File: config.mk
export PLATFORM = sky130hd
export DESIGN_NAME = controller_sequencer_flat
export DESIGN_NICKNAME = d
export VERILOG_FILES = /design/src/rtl/controller_sequencer_if.sv /design/src/rtl/controller_sequencer.sv /design/src/flat_wrapper.sv
export SDC_FILE = /design/constraint.sdc
export NUM_CORES = 1
export LEC_CHECK = 0
export BUFFER_PORTS_ARGS = -buffer_cell sky130_fd_sc_hd__buf_2
export CAP_MARGIN = 40
export CORE_UTILIZATION = 35
export CTS_CLUSTER_SIZE = 25
export DETAILED_ROUTE_END_ITERATION = 7
export GPL_TIMING_DRIVEN = 0
export HOLD_SLACK_MARGIN = 0.05
export PLACE_DENSITY_LB_ADDON = 0.3
export SLEW_MARGIN = 20
export SYNTH_ARGS = -nofsm -noshare
export SYNTH_HDL_FRONTEND = slang
export SYNTH_SLANG_ARGS = --single-unit
File: constraint.sdc
create_clock -name CLK -period 3.8 [get_ports CLK]
set_input_delay 0.76 -clock CLK [delete_from_list [all_inputs] [get_ports CLK]]
set_output_delay 0.76 -clock CLK [all_outputs]
set_load 0.02 [all_outputs]
File: src/rtl/controller_sequencer_if.sv
// Control-word bundle between the SAP-1 controller-sequencer and the datapath.
// The sequencer takes the master side; the datapath (or bench) takes the slave side.
interface controller_sequencer_if;
    logic [3:0] IR_OP;
    logic [5:0] T_STATE;
    logic       CP, EP, LM, CE, LI, EI, LA, EA, S_U, EU, LB, LO, HLT;

    modport master (
        input  IR_OP,
        output T_STATE, CP, EP, LM, CE, LI, EI, LA, EA, S_U, EU, LB, LO, HLT
    );

    modport slave (
        output IR_OP,
        input  T_STATE, CP, EP, LM, CE, LI, EI, LA, EA, S_U, EU, LB, LO, HLT
    );
endinterface

File: src/rtl/controller_sequencer.sv
// SAP-1 controller-sequencer: one-hot T1..T6 ring decoded with the IR opcode
// into the control word for LDA, ADD, SUB, OUT and HLT.
module controller_sequencer #(
    parameter logic [3:0] OP_LDA = 4'h0,
    parameter logic [3:0] OP_ADD = 4'h1,
    parameter logic [3:0] OP_SUB = 4'h2,
    parameter logic [3:0] OP_OUT = 4'hE,
    parameter logic [3:0] OP_HLT = 4'hF
) (
    input  logic                   CLK,
    input  logic                   CLR,
    controller_sequencer_if.master bus
);
    typedef enum logic [5:0] {
        T1 = 6'b000001,
        T2 = 6'b000010,
        T3 = 6'b000100,
        T4 = 6'b001000,
        T5 = 6'b010000,
        T6 = 6'b100000
    } t_state_e;

    t_state_e state, state_nxt;
    logic     halted, halted_nxt;
    logic     cp, ep, lm, ce, li, ei, la, ea, s_u, eu, lb, lo, hlt;

    always_ff @(posedge CLK) begin
        if (CLR) begin
            state  <= T1;
            halted <= 1'b0;
        end else begin
            state  <= state_nxt;
            halted <= halted_nxt;
        end
    end

    always_comb begin
        state_nxt  = state;
        halted_nxt = halted;
        {cp, ep, lm, ce, li, ei, la, ea, s_u, eu, lb, lo, hlt} = '0;
        if (halted) begin
            // Frozen at T4 until CLR; opcode is no longer looked at.
            hlt = 1'b1;
        end else begin
            case (state)
                T1: begin ep = 1'b1; lm = 1'b1; state_nxt = T2; end
                T2: begin cp = 1'b1;            state_nxt = T3; end
                T3: begin ce = 1'b1; li = 1'b1; state_nxt = T4; end
                T4: begin
                    state_nxt = T5;
                    case (bus.IR_OP)
                        OP_LDA, OP_ADD, OP_SUB: begin ei = 1'b1; lm = 1'b1; end
                        OP_OUT: begin ea = 1'b1; lo = 1'b1; end
                        OP_HLT: begin
                            hlt        = 1'b1;
                            halted_nxt = 1'b1;
                            state_nxt  = T4;
                        end
                        default: ;
                    endcase
                end
                T5: begin
                    state_nxt = T6;
                    case (bus.IR_OP)
                        OP_LDA:         begin ce = 1'b1; la = 1'b1; end
                        OP_ADD, OP_SUB: begin ce = 1'b1; lb = 1'b1; end
                        default: ;
                    endcase
                end
                T6: begin
                    state_nxt = T1;
                    case (bus.IR_OP)
                        OP_ADD: begin eu = 1'b1; la = 1'b1; end
                        OP_SUB: begin eu = 1'b1; la = 1'b1; s_u = 1'b1; end
                        default: ;
                    endcase
                end
                // Non-one-hot encodings only arise before the first CLR; steer back into the ring.
                default: state_nxt = T1;
            endcase
        end
    end

    assign bus.T_STATE = state;
    assign bus.CP      = cp;
    assign bus.EP      = ep;
    assign bus.LM      = lm;
    assign bus.CE      = ce;
    assign bus.LI      = li;
    assign bus.EI      = ei;
    assign bus.LA      = la;
    assign bus.EA      = ea;
    assign bus.S_U     = s_u;
    assign bus.EU      = eu;
    assign bus.LB      = lb;
    assign bus.LO      = lo;
    assign bus.HLT     = hlt;
endmodule

File: src/flat_wrapper.sv
// flat-port wrapper written by rule: the top's interface ports become plain ports
module controller_sequencer_flat 
#(
    parameter logic [3:0] OP_LDA = 4'h0,
    parameter logic [3:0] OP_ADD = 4'h1,
    parameter logic [3:0] OP_SUB = 4'h2,
    parameter logic [3:0] OP_OUT = 4'hE,
    parameter logic [3:0] OP_HLT = 4'hF
)
  (CLK, CLR, bus_IR_OP, bus_T_STATE, bus_CP, bus_EP, bus_LM, bus_CE, bus_LI, bus_EI, bus_LA, bus_EA, bus_S_U, bus_EU, bus_LB, bus_LO, bus_HLT);
  controller_sequencer_if bus_i ();
  input  logic CLK;
  input  logic CLR;
  input wire logic [$bits(bus_i.IR_OP)-1:0] bus_IR_OP;
  output wire logic [$bits(bus_i.T_STATE)-1:0] bus_T_STATE;
  output wire logic [$bits(bus_i.CP)-1:0] bus_CP;
  output wire logic [$bits(bus_i.EP)-1:0] bus_EP;
  output wire logic [$bits(bus_i.LM)-1:0] bus_LM;
  output wire logic [$bits(bus_i.CE)-1:0] bus_CE;
  output wire logic [$bits(bus_i.LI)-1:0] bus_LI;
  output wire logic [$bits(bus_i.EI)-1:0] bus_EI;
  output wire logic [$bits(bus_i.LA)-1:0] bus_LA;
  output wire logic [$bits(bus_i.EA)-1:0] bus_EA;
  output wire logic [$bits(bus_i.S_U)-1:0] bus_S_U;
  output wire logic [$bits(bus_i.EU)-1:0] bus_EU;
  output wire logic [$bits(bus_i.LB)-1:0] bus_LB;
  output wire logic [$bits(bus_i.LO)-1:0] bus_LO;
  output wire logic [$bits(bus_i.HLT)-1:0] bus_HLT;
  assign bus_i.IR_OP = bus_IR_OP;
  assign bus_T_STATE = bus_i.T_STATE;
  assign bus_CP = bus_i.CP;
  assign bus_EP = bus_i.EP;
  assign bus_LM = bus_i.LM;
  assign bus_CE = bus_i.CE;
  assign bus_LI = bus_i.LI;
  assign bus_EI = bus_i.EI;
  assign bus_LA = bus_i.LA;
  assign bus_EA = bus_i.EA;
  assign bus_S_U = bus_i.S_U;
  assign bus_EU = bus_i.EU;
  assign bus_LB = bus_i.LB;
  assign bus_LO = bus_i.LO;
  assign bus_HLT = bus_i.HLT;
  controller_sequencer #(.OP_LDA(OP_LDA), .OP_ADD(OP_ADD), .OP_SUB(OP_SUB), .OP_OUT(OP_OUT), .OP_HLT(OP_HLT)) u_core (.CLK(CLK), .CLR(CLR), .bus(bus_i));
endmodule
==> run metrics <==
GRT overflow=0; root buf cell=clkbuf_4; Hold Fails Final Rpt=0; number of synthesized flops with an enable pin=0; Post-synth top cells=10 x nor2_1, 7 x dfxtp_1, 7 x nand2_1; Die Width=43.4 um; Final setup viols=0; Critical Path RT=between 3 and 4 ns; Tcrit/Tclk final=67.8%; worst-path fanout max=7; I/O pins=25; Synth Warn #=0; fraction of layout cells with a size suffix above 1=40.2%; Met2 Wirelength=673 um; die footprint=0.00189 sq mm; Mapped Area=601 sq um; dominant cells by area after synthesis=dfxtp_1 23%, nor4_4 11%, nor2_1 6.3%; DP HPWL=roughly 1100 um; antenna violations before repair=0; Slowest-stage cell, CP=dfxtp_1; Least-Margin Pin Slew=between 0.4 and 0.5 ns; DRT Pass-1 Iters=6; critical path launch point type=register; Cells after DPL=114; Yosys top cell area share=23.3%; count leader, synth=nor2_1; largest net degree at the start of global routing=11; failing checks=design-rule violations; buffer levels on the longest clock path=2; die height=43.4 um; Clock Sinks=7; Area Overhead vs Synth=27.9%; All-Layer GR Usage=around 15%; crit path cell chain=nor2b_2, nand2_1, nor4_2, buf_4, buf_2; WS Path Type=register to primary output; Reg clk slew, reported paths=about 0.06 ns; critical path's largest stage delay=0.52 ns; GPL Wtd Cong=0.754; Hold Worst Slack=0.599 ns; sequential fraction of the synthesis area=roughly a quarter; VDD IR max=0.000182 V; prevailing post-synth register cell=dfxtp_1; syn avg cell area=a little over 8 sq um; DRC Markers=3; Non-Filler Instances=118; number of diodes=0; met3 WL=between 40 and 50 um; PwrDens=332 mW/mm^2; Starting Density=approximately two fifths; Syn Nets=80; initial DRC count=8; post_cts resized=0; post-route ant nets=0; Slew Limit Headroom=73.0%; DR vias=650; Final min period=2.58 ns; RSZ-0062 raised after global routing=false; status=finished with violations; setup TNS=0 ns; Detailed Route WL=1390 um; async set-reset flop share out of synthesis=0%; number of max-cap violations=0; fin. max-slew vios=0; Max Fclk=388 MHz; crit end category=primary output; Worst Clk Skew=between 0.003 and 0.004 ns; PortBufs=24; Post-Syn Instances=between 70 and 80; Core Box Area=0.00156 sq mm; number of setup buffers added after CTS=0; WL met1=675 um; Final nets=about 110; Highest Signal Layer=met3; Worst Hold Class=register to register; WL per Instance=11.8 um; number of CTS-inserted buffers=3; CTS tree=built; first-pass GRT wire length=2260 um; # rows=14; vias per cell=~5.5; Yosys reg bits=7; Critical Path AT=1.82 ns; Skew-Pair Late Insertion Delay=0.25 ns; Post-CTS Hold Fix Bufs=0; vias in the first global route=525; Distinct cells, synth=34; Synth area leader=dfxtp_1; leakage=0.000354 uW; Max H-tree Level=1
## area by class of cell
class                      count  area [sq um]
tap                           16          20.0
sequential                     7           140
buffer                         4          33.8
inverter                       4          15.0
clock inverter                 1          5.00
timing repair buffer          24           120
multi-input combinational     59           412
fill                         152           791
clock buffer                   3          22.5
## cells by family (layout without fill, tap and decap cells)
group,Yosys count,after routing,synth area share (%)
buffers and inverters,8,36,8.12
AO/OA/AOI/OAI,15,15,18.8
AND/OR/NAND/NOR,43,43,48.3
XOR/XNOR,1,1,1.46
flip-flops,7,7,23.3
## path summary, 6_finish.rpt
path / startpoint / end / slack (ns) / depth (start not counted)
worst max-delay path: u_core.bus.T_STATE[3] / bus_LO / 1.22 / 5
worst min register to register: u_core.bus.T_STATE[5] / u_core.bus.T_STATE[5] / 0.60 / 2
worst max register to register: u_core.bus.T_STATE[0] / u_core.bus.T_STATE[3] / 2.47 / 4
worst min-delay path: u_core.bus.T_STATE[5] / u_core.bus.T_STATE[5] / 0.60 / 2
## through the flow
step | total power [uW] | worst slack [ns] | util, % | area [sq um]
6_report | 255 | 1.22 | 49.3 | 768
5_1_grt | 271 | 1.09 | 49.3 | 768
4_1_cts | 260 | 1.21 | 49.3 | 768
3_5_place_dp | 190 | 1.25 | 47.5 | 741
3_3_place_gp | 189 | 1.29 | 47.5 | 741
2_1_floorplan | 161 | 1.26 | - | 601
## state kept, by name, indices dropped and copies added (netlist names)
| register | count |
|---|---|
| u_core.halted | 1 |
| u_core.bus.T_STATE | 6 |
## critical path, delay by kind of cell (launching register included)
family | cells | cell delay (ns)
buf+inv | 2 | 0.30
flops | 1 | 0.52
simple gates | 3 | 0.75
## routing by layer
layer / up-vias / global-route usage (%)
met5: - / 0
met4: 0 / 1.88
met3: 0 / 5.00
met2: 12 / 23.9
met1: 312 / 21.7
li1: 326 / -
## placed cells by master (no fill, tap or decap), types with 2 or more instances in the layout
cell       n
nor2b_1    3
nand2_1    7
and2_1     2
nor4_4     3
inv_1      4
nor3_1     2
a21oi_1    5
clkbuf_4   3
a31oi_1    2
nand3_1    4
buf_2     24
nor2_1    10
dfxtp_1    7
buf_4      3
## power breakdown
part	leakage [uW]	internal, uW	switching (uW)
Clock	0.0000177	38.5	28.6
Combinational	0.000279	40.3	58.3
Sequential	0.0000570	79.3	10.1
No activity file was read; power rests on OpenSTA's default activity.
